File: src/rtl/seq_divider_pkg.sv
// -----------------------------------------------------------------------------
// seq_divider_pkg
//   Shared types and constants for the iterative restoring divider.
//   - state_e        : controller state encoding (IDLE/RUN/DONE)
//   - DIVIDEND_W_DEF : default dividend / quotient width (and iteration count)
//   - DIVISOR_W_DEF  : default divisor / remainder width
//   - cnt_width()    : iteration counter width for a given iteration count
// -----------------------------------------------------------------------------
package seq_divider_pkg;

  typedef enum logic [1:0] {
    IDLE = 2'd0,
    RUN  = 2'd1,
    DONE = 2'd2
  } state_e;

  localparam int unsigned DIVIDEND_W_DEF = 8;
  localparam int unsigned DIVISOR_W_DEF  = 4;

  // Counter only has to hold DIVIDEND_W-1; never let it collapse to zero bits.
  function automatic int unsigned cnt_width(input int unsigned iters);
    return (iters > 1) ? $clog2(iters) : 1;
  endfunction

  localparam int unsigned CNT_W_DEF = cnt_width(DIVIDEND_W_DEF);

endpackage : seq_divider_pkg

File: src/rtl/seq_divider_if.sv
// -----------------------------------------------------------------------------
// seq_divider_if
//   Request/result bundle for seq_divider.
//   Requester -> divider : start, dividend, divisor
//   Divider -> requester : busy, done, quotient, remainder, div_by_zero
//   modport master : the requester side
//   modport slave  : the divider side
// -----------------------------------------------------------------------------
interface seq_divider_if
  import seq_divider_pkg::*;
#(
  parameter int unsigned DIVIDEND_W = DIVIDEND_W_DEF,
  parameter int unsigned DIVISOR_W  = DIVISOR_W_DEF
) ();

  logic                  start;
  logic [DIVIDEND_W-1:0] dividend;
  logic [DIVISOR_W-1:0]  divisor;

  logic                  busy;
  logic                  done;
  logic [DIVIDEND_W-1:0] quotient;
  logic [DIVISOR_W-1:0]  remainder;
  logic                  div_by_zero;

  modport master (
    output start, dividend, divisor,
    input  busy, done, quotient, remainder, div_by_zero
  );

  modport slave (
    input  start, dividend, divisor,
    output busy, done, quotient, remainder, div_by_zero
  );

endinterface : seq_divider_if

File: src/rtl/seq_divider_div_step.sv
// -----------------------------------------------------------------------------
// div_step
//   One restoring-division iteration, purely combinational.
//   Ports:
//     r_i      : partial remainder R (DIVISOR_W+1 bits)
//     q_msb_i  : MSB of the working dividend, shifted into R this step
//     d_i      : divisor D
//     r_o      : next partial remainder
//     q_bit_o  : quotient bit produced by this step
//   T = {R[DIVISOR_W-1:0], Q_msb}; if T >= D then R' = T - D, bit = 1,
//   otherwise R' = T, bit = 0.
// -----------------------------------------------------------------------------
module div_step #(
  parameter int unsigned DIVISOR_W = 4
) (
  input  logic [DIVISOR_W:0]   r_i,
  input  logic                 q_msb_i,
  input  logic [DIVISOR_W-1:0] d_i,
  output logic [DIVISOR_W:0]   r_o,
  output logic                 q_bit_o
);

  logic [DIVISOR_W:0]   t;
  logic [DIVISOR_W+1:0] t_wide;
  logic                 ge;

  assign t = {r_i[DIVISOR_W-1:0], q_msb_i};

  // R[DIVISOR_W] is only ever set when D is zero, where the compare is true
  // regardless; including it leaves the result identical to the T compare.
  assign t_wide = {r_i, q_msb_i};
  assign ge     = (t_wide >= {2'b00, d_i});

  always_comb begin
    r_o     = t;
    q_bit_o = 1'b0;
    if (ge) begin
      r_o     = t - {1'b0, d_i};
      q_bit_o = 1'b1;
    end
  end

endmodule : div_step

File: src/rtl/seq_divider.sv
// -----------------------------------------------------------------------------
// seq_divider
//   Iterative restoring unsigned divider, one quotient bit per clock.
//   A start accepted in IDLE captures dividend/divisor; DIVIDEND_W iterations
//   later done pulses for one cycle with quotient/remainder registered.
//   Ports:
//     clk  : clock, all state changes on the rising edge
//     rst  : synchronous active-high reset (dominates start)
//     bus  : seq_divider_if.slave
//            in : start, dividend, divisor
//            out: busy, done, quotient, remainder, div_by_zero
//   Build option:
//     SEQ_DIVIDER_ZERO_DETECT_EN : divisor 0 finishes IDLE->DONE in one cycle
//       and sets div_by_zero; without it divisor 0 runs the full iteration
//       count and div_by_zero is tied 0. Quotient/remainder are the same
//       (all ones, dividend[DIVISOR_W-1:0]) either way.
// -----------------------------------------------------------------------------
module seq_divider
  import seq_divider_pkg::*;
#(
  parameter int unsigned DIVIDEND_W = DIVIDEND_W_DEF,
  parameter int unsigned DIVISOR_W  = DIVISOR_W_DEF
) (
  input logic          clk,
  input logic          rst,
  seq_divider_if.slave bus
);

  localparam int unsigned     CNT_W    = cnt_width(DIVIDEND_W);
  localparam logic [CNT_W-1:0] CNT_LOAD = CNT_W'(DIVIDEND_W - 1);

  state_e state_q, state_d;

  logic [DIVIDEND_W-1:0] q_q, q_d;       // working dividend / quotient shifter
  logic [DIVISOR_W:0]    r_q, r_d;       // partial remainder
  logic [DIVISOR_W-1:0]  d_q, d_d;       // captured divisor
  logic [CNT_W-1:0]      cnt_q, cnt_d;   // iterations remaining minus one

  logic [DIVIDEND_W-1:0] quot_q, quot_d;
  logic [DIVISOR_W-1:0]  rem_q, rem_d;
  logic                  busy_q, busy_d;
  logic                  done_q, done_d;
`ifdef SEQ_DIVIDER_ZERO_DETECT_EN
  logic                  dbz_q, dbz_d;
`endif

  logic [DIVISOR_W:0]    r_step;
  logic                  q_bit;

  div_step #(
    .DIVISOR_W (DIVISOR_W)
  ) u_div_step (
    .r_i     (r_q),
    .q_msb_i (q_q[DIVIDEND_W-1]),
    .d_i     (d_q),
    .r_o     (r_step),
    .q_bit_o (q_bit)
  );

  // ---------------------------------------------------------------------------
  // State register
  // ---------------------------------------------------------------------------
  always_ff @(posedge clk) begin
    if (rst) begin
      state_q <= IDLE;
    end else begin
      state_q <= state_d;
    end
  end

  // ---------------------------------------------------------------------------
  // Next-state logic
  // ---------------------------------------------------------------------------
  always_comb begin
    state_d = state_q;
    case (state_q)
      IDLE: begin
        if (bus.start) begin
`ifdef SEQ_DIVIDER_ZERO_DETECT_EN
          state_d = (bus.divisor == '0) ? DONE : RUN;
`else
          state_d = RUN;
`endif
        end
      end
      RUN: begin
        if (cnt_q == '0) begin
          state_d = DONE;
        end
      end
      DONE:    state_d = IDLE;
      default: state_d = IDLE;
    endcase
  end

  // ---------------------------------------------------------------------------
  // Output logic: busy/done are registered copies of the upcoming state so
  // that no input reaches an output combinationally.
  // ---------------------------------------------------------------------------
  always_comb begin
    busy_d = (state_d == RUN);
    done_d = (state_d == DONE);
  end

  // ---------------------------------------------------------------------------
  // Datapath next-state
  // ---------------------------------------------------------------------------
  always_comb begin
    q_d    = q_q;
    r_d    = r_q;
    d_d    = d_q;
    cnt_d  = cnt_q;
    quot_d = quot_q;
    rem_d  = rem_q;
`ifdef SEQ_DIVIDER_ZERO_DETECT_EN
    dbz_d  = dbz_q;
`endif
    case (state_q)
      IDLE: begin
        if (bus.start) begin
          q_d   = bus.dividend;
          r_d   = '0;
          d_d   = bus.divisor;
          cnt_d = CNT_LOAD;
`ifdef SEQ_DIVIDER_ZERO_DETECT_EN
          // Short-circuit: publish what the full iteration would have produced.
          if (bus.divisor == '0) begin
            quot_d = '1;
            rem_d  = bus.dividend[DIVISOR_W-1:0];
            dbz_d  = 1'b1;
          end
`endif
        end
      end
      RUN: begin
        q_d   = {q_q[DIVIDEND_W-2:0], q_bit};
        r_d   = r_step;
        cnt_d = cnt_q - CNT_W'(1);
        if (cnt_q == '0) begin
          quot_d = q_d;
          rem_d  = r_step[DIVISOR_W-1:0];
`ifdef SEQ_DIVIDER_ZERO_DETECT_EN
          dbz_d  = 1'b0;
`endif
        end
      end
      default: ;
    endcase
  end

  // ---------------------------------------------------------------------------
  // Datapath and output registers
  // ---------------------------------------------------------------------------
  always_ff @(posedge clk) begin
    if (rst) begin
      q_q    <= '0;
      r_q    <= '0;
      d_q    <= '0;
      cnt_q  <= '0;
      quot_q <= '0;
      rem_q  <= '0;
      busy_q <= 1'b0;
      done_q <= 1'b0;
`ifdef SEQ_DIVIDER_ZERO_DETECT_EN
      dbz_q  <= 1'b0;
`endif
    end else begin
      q_q    <= q_d;
      r_q    <= r_d;
      d_q    <= d_d;
      cnt_q  <= cnt_d;
      quot_q <= quot_d;
      rem_q  <= rem_d;
      busy_q <= busy_d;
      done_q <= done_d;
`ifdef SEQ_DIVIDER_ZERO_DETECT_EN
      dbz_q  <= dbz_d;
`endif
    end
  end

  assign bus.busy      = busy_q;
  assign bus.done      = done_q;
  assign bus.quotient  = quot_q;
  assign bus.remainder = rem_q;
`ifdef SEQ_DIVIDER_ZERO_DETECT_EN
  assign bus.div_by_zero = dbz_q;
`else
  assign bus.div_by_zero = 1'b0;
`endif

endmodule : seq_divider

File: src/flat_wrapper.sv
// flat-port wrapper written by rule: the top's interface ports become plain ports
module seq_divider_flat import seq_divider_pkg::*;
#(
  parameter int unsigned DIVIDEND_W = DIVIDEND_W_DEF,
  parameter int unsigned DIVISOR_W  = DIVISOR_W_DEF
)
  (clk, rst, bus_start, bus_dividend, bus_divisor, bus_busy, bus_done, bus_quotient, bus_remainder, bus_div_by_zero);
  seq_divider_if #(.DIVIDEND_W(DIVIDEND_W), .DIVISOR_W(DIVISOR_W)) bus_i ();
  input logic clk;
  input logic rst;
  input wire logic [$bits(bus_i.start)-1:0] bus_start;
  input wire logic [$bits(bus_i.dividend)-1:0] bus_dividend;
  input wire logic [$bits(bus_i.divisor)-1:0] bus_divisor;
  output wire logic [$bits(bus_i.busy)-1:0] bus_busy;
  output wire logic [$bits(bus_i.done)-1:0] bus_done;
  output wire logic [$bits(bus_i.quotient)-1:0] bus_quotient;
  output wire logic [$bits(bus_i.remainder)-1:0] bus_remainder;
  output wire logic [$bits(bus_i.div_by_zero)-1:0] bus_div_by_zero;
  assign bus_i.start = bus_start;
  assign bus_i.dividend = bus_dividend;
  assign bus_i.divisor = bus_divisor;
  assign bus_busy = bus_i.busy;
  assign bus_done = bus_i.done;
  assign bus_quotient = bus_i.quotient;
  assign bus_remainder = bus_i.remainder;
  assign bus_div_by_zero = bus_i.div_by_zero;
  seq_divider #(.DIVIDEND_W(DIVIDEND_W), .DIVISOR_W(DIVISOR_W)) u_core (.clk(clk), .rst(rst), .bus(bus_i));
endmodule
File: config.mk
export PLATFORM = sky130hd
export DESIGN_NAME = seq_divider_flat
export DESIGN_NICKNAME = d
export VERILOG_FILES = /design/src/rtl/seq_divider_pkg.sv /design/src/rtl/seq_divider_if.sv /design/src/rtl/seq_divider_div_step.sv /design/src/rtl/seq_divider.sv /design/src/flat_wrapper.sv
export SDC_FILE = /design/constraint.sdc
export NUM_CORES = 1
export LEC_CHECK = 0
export BUFFER_PORTS_ARGS = -buffer_cell sky130_fd_sc_hd__buf_4
export CAP_MARGIN = 15
export CORE_MARGIN = 2
export CORE_UTILIZATION = 40
export CTS_CLUSTER_DIAMETER = 30
export DETAILED_ROUTE_END_ITERATION = 6
export GPL_ROUTABILITY_DRIVEN = 0
export SLEW_MARGIN = 10
export SYNTH_ARGS = -nofsm -noshare
export SYNTH_HDL_FRONTEND = slang
export SYNTH_SLANG_ARGS = --single-unit
File: constraint.sdc
create_clock -name clk -period 2.25 [get_ports clk]
set_input_delay 0.3375 -clock clk [delete_from_list [all_inputs] [get_ports clk]]
set_output_delay 0.3375 -clock clk [all_outputs]
set_load 0.05 [all_outputs]
======== Yosys cells after proc, flatten, opt, wreduce, memory -nomap -nowiden ========
Index checks and enable logic that the tools add are counted.
cells by class
  multiplexer cells ....................... 11
  $lt $le $gt $ge ......................... 1
  add/subtract/negate cells ............... 2
  reduce and logical (&&, ||, !) cells .... 6
  equal/unequal tests ..................... 4
operator list
  kind                   number
  $pmux W8 S2            1
  $mux W5                2
  $pmux W5 S2            1
  $mux W8                1
  $ge A6 B4 Y1           1
  $pmux W3 S2            1
  $reduce_and A2 Y1      3
  $sub A5 B4 Y5          1
  $eq A2 B1 Y1 const B   2
  $mux W2                2
  $pmux W2 S2            1
  $logic_not A3 Y1       1
  $mux W3                1
  $sub A3 B1 Y3 const B  1
  $eq A2 B2 Y1 const B   1
  $logic_not A2 Y1       1
  $ne A2 B2 Y1 const B   1
  $reduce_bool A2 Y1     1
  $mux W1                1
storage, ports and cells
  word-level logic and storage cells ...... 33
  output and inout port bits .............. 15
  register bits ........................... 36

======== Longest topological paths before layout ========
Gate-level depths: netlist of the first run.
  word-level depth ........................ 4
  depth in mapped cells ................... 8

======== Modules after synthesis ========
From an unflattened synthesis of the first run, not the netlist that was laid out.
unflattened totals
  cell total of the unflattened synthesis .. 185
  area total of the unflattened synthesis .. 1692.9 um^2
modules (own cells, without submodules)
  module       cells each  area each (um^2)  instances
  seq_divider  156         1458.9            1
  div_step     29          234.0             1

======== Least setup slack after synthesis of the first run ========
No wires, ideal clock.
  path kind ............................... reg-to-reg
  from .................................... register u_core.q_q[7]
  to ...................................... register u_core.rem_q[0], in the netlist u_core.bus.remainder[0]
  setup slack ............................. 0.286 ns
  clock period less this slack ............ 1.964 ns
  library setup time ...................... 0.117 ns
  arrival ................................. 1.846 ns
  stages on the path, launching flop included .. 9
  cell sequence ........................... dfxtp_1 -> inv_1 -> ha_1 -> inv_1 -> fa_1 -> a21o_1 -> a21oi_1 -> nand3_1 -> a32o_1
between the ends
  longest elaborated chain between the ends .. 2
RTL lines
  element                                        line                                                    RTL
  start: declaration                             seq_divider.sv:34                                       logic [DIVIDEND_W-1:0] q_q, q_d;
  start signal: assignment                       seq_divider.sv:168                                      q_q <= q_d;
  $sub A5 B4 Y5 or $ge A6 B4 Y1 (tied branches)  seq_divider_div_step.sv:38, seq_divider_div_step.sv:32
  $mux W5 *                                      seq_divider_div_step.sv:37                              if (ge) begin
  end signal: assignment                         seq_divider.sv:173                                      rem_q <= rem_d;
  end: declaration                               seq_divider.sv:40                                       logic [DIVISOR_W-1:0] rem_q, rem_d;
Every way passes the cells marked *; elsewhere a longest branch is shown, timed or not.
A chain may end at the register's enable or synchronous reset.

======== Final worst setup path of the first run ========
  from .................................... register u_core.q_q[7]
  to ...................................... register u_core.r_q[4]
between the ends
  longest elaborated chain between the ends .. 3
RTL lines
  element                                        line                                                    RTL
  $sub A5 B4 Y5 or $ge A6 B4 Y1 (tied branches)  seq_divider_div_step.sv:38, seq_divider_div_step.sv:32
  $mux W5 *                                      seq_divider_div_step.sv:37
  $pmux W5 S2 *                                  seq_divider.sv:118                                      case (state_q)
  end signal: assignment                         seq_divider.sv:169                                      r_q <= r_d;
  end: declaration                               seq_divider.sv:35                                       logic [DIVISOR_W:0] r_q, r_d;
Marks and branches as above.

==> results of run 1 <==
==> registers in the layout, summed over array words and instances, names as in the netlist <==
register and flops:
u_core.q_q 8, u_core.bus.done 1, u_core.bus.busy 1, u_core.state_q 2, u_core.bus.remainder 4, u_core.bus.quotient 8
u_core.cnt_q 3, u_core.r_q 5, u_core.d_q 4
==> worst max-delay path, stage by stage (launching register included) <==
cell and delay, ps:
sky130_fd_sc_hd__dfxtp_1 310, sky130_fd_sc_hd__inv_1 80, sky130_fd_sc_hd__ha_1 180, sky130_fd_sc_hd__inv_1 70, sky130_fd_sc_hd__fa_1 460, sky130_fd_sc_hd__a21o_1 190
sky130_fd_sc_hd__a21o_1 220, sky130_fd_sc_hd__or4_1 480, sky130_fd_sc_hd__nand2_1 70
==> area by class of cell <==
class / instances / share of cell area, %
Multi-Input combinational cell: 130 / 41.1
Sequential cell: 36 / 36.7
Timing Repair Buffer: 30 / 11.5
Clock buffer: 6 / 3.69
Tap cell: 50 / 3.18
Inverter: 11 / 2.10
Clock inverter: 2 / 1.78
==> stage by stage <==
step                setup slack (ps)  area, um2
global route                    14.8       1960
finish                           136       1960
global placement                 257       1860
floorplan                        286       1630
CTS                              119       1960
detailed placement               152       1860
==> cell usage after synthesis (2+ instances only) <==
cell type | count | area [um2]
sky130_fd_sc_hd__inv_1 | 11 | 41.3
sky130_fd_sc_hd__a32oi_1 | 3 | 26.3
sky130_fd_sc_hd__clkbuf_1 | 2 | 7.51
sky130_fd_sc_hd__nor2_1 | 24 | 90.1
sky130_fd_sc_hd__buf_6 | 2 | 22.5
sky130_fd_sc_hd__a311oi_1 | 2 | 17.5
sky130_fd_sc_hd__nand4_1 | 2 | 12.5
sky130_fd_sc_hd__buf_2 | 3 | 15.0
sky130_fd_sc_hd__o31ai_1 | 4 | 30.0
sky130_fd_sc_hd__and2_1 | 2 | 12.5
sky130_fd_sc_hd__a211oi_1 | 8 | 60.1
sky130_fd_sc_hd__nor3_1 | 3 | 15.0
sky130_fd_sc_hd__nand3_1 | 2 | 10.0
sky130_fd_sc_hd__ha_1 | 6 | 75.1
sky130_fd_sc_hd__a21oi_1 | 16 | 80.1
sky130_fd_sc_hd__o21ai_0 | 3 | 15.0
sky130_fd_sc_hd__a221oi_1 | 2 | 17.5
sky130_fd_sc_hd__a32o_1 | 2 | 20.0
sky130_fd_sc_hd__buf_1 | 2 | 7.51
sky130_fd_sc_hd__mux2i_1 | 4 | 40.0
sky130_fd_sc_hd__dfxtp_1 | 36 | 721
sky130_fd_sc_hd__nand2_1 | 25 | 93.8
sky130_fd_sc_hd__a21o_1 | 2 | 15.0
sky130_fd_sc_hd__nor3b_2 | 2 | 25.0
==> layer usage <==
layer	global-route usage, %	part of all wire (%)	vias up
met1	25.6	47	662
li1	-	-	703
met4	8.25	1.9	0
met5	0	0	-
met3	6.09	5.0	8
met2	30.8	46	34
==> kinds of logic (layout without fill, tap and decap cells) <==
kind of cell,after synthesis,in the layout,share of synthesized area (%)
xor+xnor,2,2,1.08
compound gates,45,45,18.8
mux,4,4,2.46
fa+ha+maj,7,7,5.84
other cells,1,1,0.230
flops,36,36,44.2
simple gates,71,71,21.1
buf+inv,21,49,6.22
==> where the power goes <==
part / switching, mW / internal, mW
clock: 0.231 / 0.329
sequential: 0.0448 / 0.694
combinational: 0.283 / 0.159
==> cells in the final DEF (no fill, tap or decap), drive strengths merged <==
| master | count |
|---|---|
| nand2 | 25 |
| and3 | 1 |
| nor3b | 3 |
| nor2b | 2 |
| mux2i | 4 |
| nand2b | 2 |
| nor4 | 1 |
| xor2 | 1 |
| a21oi | 16 |
| clkbuf | 6 |
| a32oi | 3 |
| a311oi | 2 |
| inv | 11 |
| ha | 6 |
| xnor2 | 1 |
| and3b | 1 |
| or4 | 1 |
| and2 | 2 |
| o21ai | 3 |
| o21ba | 1 |
| a22oi | 1 |
| bufinv | 1 |
| nand3 | 2 |
| a21o | 2 |
| nand4 | 2 |
| nand3b | 1 |
| clkinv | 1 |
| o31ai | 4 |
| o211ai | 1 |
| nor2 | 25 |
| conb | 1 |
| a221oi | 2 |
| a32o | 2 |
| a211oi | 8 |
| buf | 30 |
| dfxtp | 36 |
| fa | 1 |
| nor3 | 3 |
==> worst paths after layout <==
check / endpoint / slack, ps / cells after the start
max: u_core.r_q[4]$_SDFFE_PP0P_ / 140 / 8
min: u_core.d_q[1]$_SDFFE_PP0P_ / 270 / 3
max reg2reg: u_core.r_q[4]$_SDFFE_PP0P_ / 140 / 8
min reg2reg: u_core.bus.quotient[4]$_SDFFE_PP0P_ / 460 / 2
==> reports/qor.yml, run 1 <==
critical_path:
  end_kind: "register"
  timing.critical_path.fanout_max: 7
  cp_data_required_time_ps: 2480
  timing.critical_path.from_type: "register"
  worstPathArrival_ps: 2340
  cp-startpoint: "u_core.q_q[7]$_SDFFE_PP0P_"
  setup.worst_path.class: "reg2reg"
  reg_to_reg_critical_path_startpoint: "u_core.q_q[7]$_SDFFE_PP0P_"
route:
  drt-initial-drc-count: 39
  route.detailed.wl_per_inst_um: 15.1
  drc_errors: 0
  dr_total_vias: 1407
  drt-pass1-iter-count: 4
  drt_wl_total_um: 3990
  viasPerCell: 5.31
  ant_nets: 0
finish:
  fin_cells: 265
  areaGrowthSynthToFinish_pct: 20.6
  register_area_um2: 721
  finish.net_count: 236
  multi_input_comb_area_um2: 807
  fill_cells: 387
  number_of_antenna_cells_inserted: 0
  final_layout_size_suffix_gt1_share_pct: 20.0
  utilization_pct: 49.5
clock_tree:
  clock_tree.htree_level_count: 2
  tritoncts_num_sinks: 36
  cts.reportedPaths.clkPinSlew_ps: 70
  cts.repair_timing.setup_buffer_count: 0
  cts.hold.buffers_added: 0
  cts_tree: "built"
  clk-insertion-delay-late_ps: 290
  cts_buffers: 5
  clockRootBuffer: "sky130_fd_sc_hd__clkbuf_8"
  postCtsResizedCells: 0
  cts_buffer_depth: 2
floorplanning:
  die_h_um: 67.8
  design.die.area_um2: 4600
  number_of_placement_rows: 23
  io-pin-count: 30
  initial_utilization_pct: 41.0
  core_area_um2: 3970
  floorplan.die.width_um: 67.8
synthesis:
  synth_edf_count: 0
  top_ff_cell_synth: "sky130_fd_sc_hd__dfxtp_1"
  synthesized_area_per_cell_um2: 8.71
  synth_seq_cells: 36
  register_area_share_after_synthesis_pct: 44.2
  syn_nets: 209
  ys_types: 43
  synth_async_sr_flop_share_pct: 0
  synthCells: 187
  synthesis.area_um2: 1630
  ys.warnings.count: 0
power:
  cell_leakage_power_nw: 0.828
  vdd_ir_drop_max_v: 0.000455
  total_power_mw: 1.74
  power_density_nw_per_um2: 886
sta:
  finalMaxSlewViolations: 0
  grt_setup_unrepaired: "false"
  fin_crit_sh_pct: 94.0
  finalHoldViolCount: 0
  finalCriticalPeriod_ps: 2110
  clock.fmax_ghz: 0.473
  whs_ps: 273
  setup_tns_ps: 0
  finalSetupViolCount: 0
  worst_slew_margin_rel_pct: 61.3
  skew_ps: 9.62
  timing_worst_slew_pin_value_ps: 579
job:
  maxCapViolations: 0
placement:
  dp.cells: 257
  place.port_buffers: 28
  place_hpwl_um: 2880
global_route:
  global_route_wire_length_before_repair_um: 6590
  antenna_found_initial: 0
  grt.overflow.total: 0
  largest_net_degree_at_the_start_of_global_routing: 31
  grt.total_usage_pct: 19.8
  first_global_vias: 1347
hold_path:
  timing.hold.worst.start: "bus_divisor[1]"
  worstHoldPathType: "in2reg"
outcome:
  outcome: "finished, final reports clean"
(Power assumes the default switching activity.)
==> inputs of run 2 (changes only) <==
clock period = 2.1 ns   (was 2.25 ns; I/O delays follow)
==> run 2 against run 1 <==
Critical endpoint unchanged. Largest power group unchanged. Clock power rose by 5.9%. Fmax rose by 4.6%. Register-to-register slack got worse by 60 ps. Largest cell class unchanged. Global-route usage fell by 1.4 points. Critical path type unchanged. Sequential cell count did not move. Critical path depth did not move. Utilization rose by 0.16 points.
==> reports/qor.yml, run 2 (synthesis gave the netlist of run 1 again) <==
sta:
  finalHoldViolCount: 0  # unchanged
  finalSetupViolCount: 0  # unchanged
  final_critical_path_setup_slack_ps: 79.5  # was 136 ps
  finalMaxSlewViolations: 0  # unchanged
  setup_tns_ps: 0  # unchanged
  clock.fmax_ghz: 0.495  # was 0.473 GHz
  finalCriticalPeriod_ps: 2020  # was 2110 ps
  grt_setup_unrepaired: "false"  # unchanged
  skew_ps: 8.23  # was 9.62 ps
  worst_slew_margin_rel_pct: 59.7  # was 61.3%
  timing_worst_slew_pin_value_ps: 604  # was 579 ps
  fin_crit_sh_pct: 96.2  # was 94.0%
critical_path:
  largest_stage_delay_on_the_critical_path_ps: 480  # about the same
  critical_path_buf_inv_count: 2  # unchanged
  worstRegToRegCells: 8  # unchanged
  worstPathArrival_ps: 2250  # was 2340 ps
  end_kind: "register"  # unchanged
  critical_path.cell_chain: "inv_1, ha_1, inv_1, fa_2, a21o_1, a21o_1, or4_1, nand2_1"  # was inv_1, ha_1, inv_1, fa_1, a21o_1, a21o_1, or4_1, nand2_1
  cp_data_required_time_ps: 2330  # was 2480 ps
  worst_path_dominant_cell_family: "simple AND/OR/NAND/NOR gates"  # was adder cells
  endpoint_of_the_lowest_slack_register_to_register_path: "u_core.r_q[4]$_SDFFE_PP0P_"  # unchanged
  timing.critical_path.fanout_max: 7  # unchanged
  timing.critical_path.from_type: "register"  # unchanged
  setup.worst_path.class: "reg2reg"  # unchanged
  timing.reg2reg.setup_slack_ps: 80  # was 140 ps
  crit_path_top_delay_cell: "sky130_fd_sc_hd__or4_1"  # unchanged
  reg_to_reg_critical_path_startpoint: "u_core.q_q[7]$_SDFFE_PP0P_"  # unchanged
hold_path:
  holdPathEnd: "u_core.d_q[1]$_SDFFE_PP0P_"  # unchanged
  timing.hold.worst.start: "bus_divisor[1]"  # unchanged
  worstHoldPathType: "in2reg"  # unchanged
  holdPathStages: 3  # unchanged
global_route:
  grt.overflow.total: 0  # unchanged
  global_route_wire_length_before_repair_um: 6200  # was 6590 um
  first_global_vias: 1281  # was 1,347
  largest_net_degree_at_the_start_of_global_routing: 31  # unchanged
  antenna_found_initial: 0  # unchanged
  grt.total_usage_pct: 18.5  # was 19.8%
floorplanning:
  initial_utilization_pct: 41.0  # unchanged
  io-pin-count: 30  # unchanged
  number_of_placement_rows: 23  # unchanged
  design.die.area_um2: 4600  # unchanged
  die_h_um: 67.8  # unchanged
  floorplan.die.width_um: 67.8  # unchanged
  core_area_um2: 3970  # unchanged
route:
  drt-initial-drc-count: 79  # was 39
  drt_wl_total_um: 3890  # was 3990 um
  drc_errors: 0  # unchanged
  viasPerCell: 5.30  # was 5.31
  ant_nets: 0  # unchanged
  dr_total_vias: 1405  # was 1,407
  route.detailed.wl_per_inst_um: 14.7  # was 15.1 um
  drt-pass1-iter-count: 4  # unchanged
finish:
  layout_commonest_cell: "sky130_fd_sc_hd__dfxtp_1"  # unchanged
  number_of_antenna_cells_inserted: 0  # unchanged
  final_layout_size_suffix_gt1_share_pct: 20.9  # was 20.0%
  finish.net_count: 236  # unchanged
  areaGrowthSynthToFinish_pct: 21.0  # was 20.6%
  most-common-layout-cells: "sky130_fd_sc_hd__dfxtp_1 (36), sky130_fd_sc_hd__buf_4 (30), sky130_fd_sc_hd__nand2_1 (25)"  # unchanged
clock_tree:
  cts.reportedPaths.clkPinSlew_ps: 70  # about the same
  clk-insertion-delay-late_ps: 290  # about the same
  cts_buffers: 5  # unchanged
  cts_buffer_depth: 2  # unchanged
  clock_tree.htree_level_count: 2  # unchanged
  clockRootBuffer: "sky130_fd_sc_hd__clkbuf_8"  # unchanged
  cts.hold.buffers_added: 0  # unchanged
  tritoncts_num_sinks: 36  # unchanged
  cts_tree: "built"  # unchanged
placement:
  place.port_buffers: 28  # unchanged
  place_hpwl_um: 2850  # was 2880 um
  worst_slack_placed_ps: 14.9  # was 152 ps
job:
  maxCapViolations: 0  # unchanged
outcome:
  outcome: "finished, final reports clean"  # unchanged
power:
  cell_leakage_power_nw: 0.827  # was 0.828 nW
  vdd_ir_drop_max_v: 0.000453  # was 0.000455 V
  power_density_nw_per_um2: 946  # was 886 nW/um2
[run 2: cell counts in the layout (fill, tap and decap cells not counted)]
No cell type changed its count.
[run 2: layout make-up]
class | count | area [um2]
tap | 50 | 62.6
clock buffer | 6 | 72.6
fill | 390 | 2000
timing repair buffer | 30 | 225
sequential | 36 | 721
clock inverter | 2 | 35.0
multi-input combinational | 130 | 813
inverter | 11 | 41.3
[run 2: worst max path at each step]
stage	depth (start not counted)	from	end	slack, ps
final	8	u_core.q_q[7]$_SDFFE_PP0P_	u_core.r_q[4]$_SDFFE_PP0P_	80
after global routing	8	u_core.q_q[7]$_SDFFE_PP0P_	u_core.r_q[4]$_SDFFE_PP0P_	10
after CTS	8	u_core.q_q[7]$_SDFFE_PP0P_	u_core.r_q[4]$_SDFFE_PP0P_	20
after detailed placement	8	u_core.q_q[7]$_SDFFE_PP0P_	u_core.r_q[4]$_SDFFE_PP0P_	10
after global placement	8	u_core.q_q[7]$_SDFFE_PP0P_	u_core.r_q[4]$_SDFFE_PP0P_	110
after floorplan	8	u_core.q_q[7]$_SDFFE_PP0P_	u_core.bus.remainder[0]$_SDFFE_PP0P_	140
[run 2: timing repair]
item | in CTS | in global routing
setup endpoints to repair | 1 | 10
buffers inserted | 0 | 0
pin swaps | 1 | 1
cloned | 0 | 0
resized for setup | 0 | 2
[run 2: tightest hold or removal path, delay by kind of cell]
kind,cells,cell delay (ps)
compound gates,1,50
buf+inv,1,80
simple gates,1,70
[run 2: layer usage]
layer / GRT usage, % / wire length (um) / vias up
li1: - / - / 704
met1: 25.8 / 1880 / 649
met4: 8.25 / 88 / 0
met2: 27.2 / 1690 / 43
met3: 4.11 / 230 / 9
met5: 0 / 0 / -
[run 2: through the flow]
stage               area, um2  power, mW  utilization (%)  hold WS (ps)  instances
floorplan                1630       1.14                -           432        187
CTS                      1960       1.86             49.5           249        265
global placement         1860       1.25             46.8           444        257
detailed placement       1860       1.27             46.8           450        257
global route             1970       1.96             49.6           287        265
finish                   1970       1.86             49.6           254        265
[run 2: power by group]
part / switching [mW] / total [mW] / internal (mW)
registers: 0.0466 / 0.790 / 0.743
clock network: 0.241 / 0.593 / 0.352
logic: 0.309 / 0.482 / 0.173
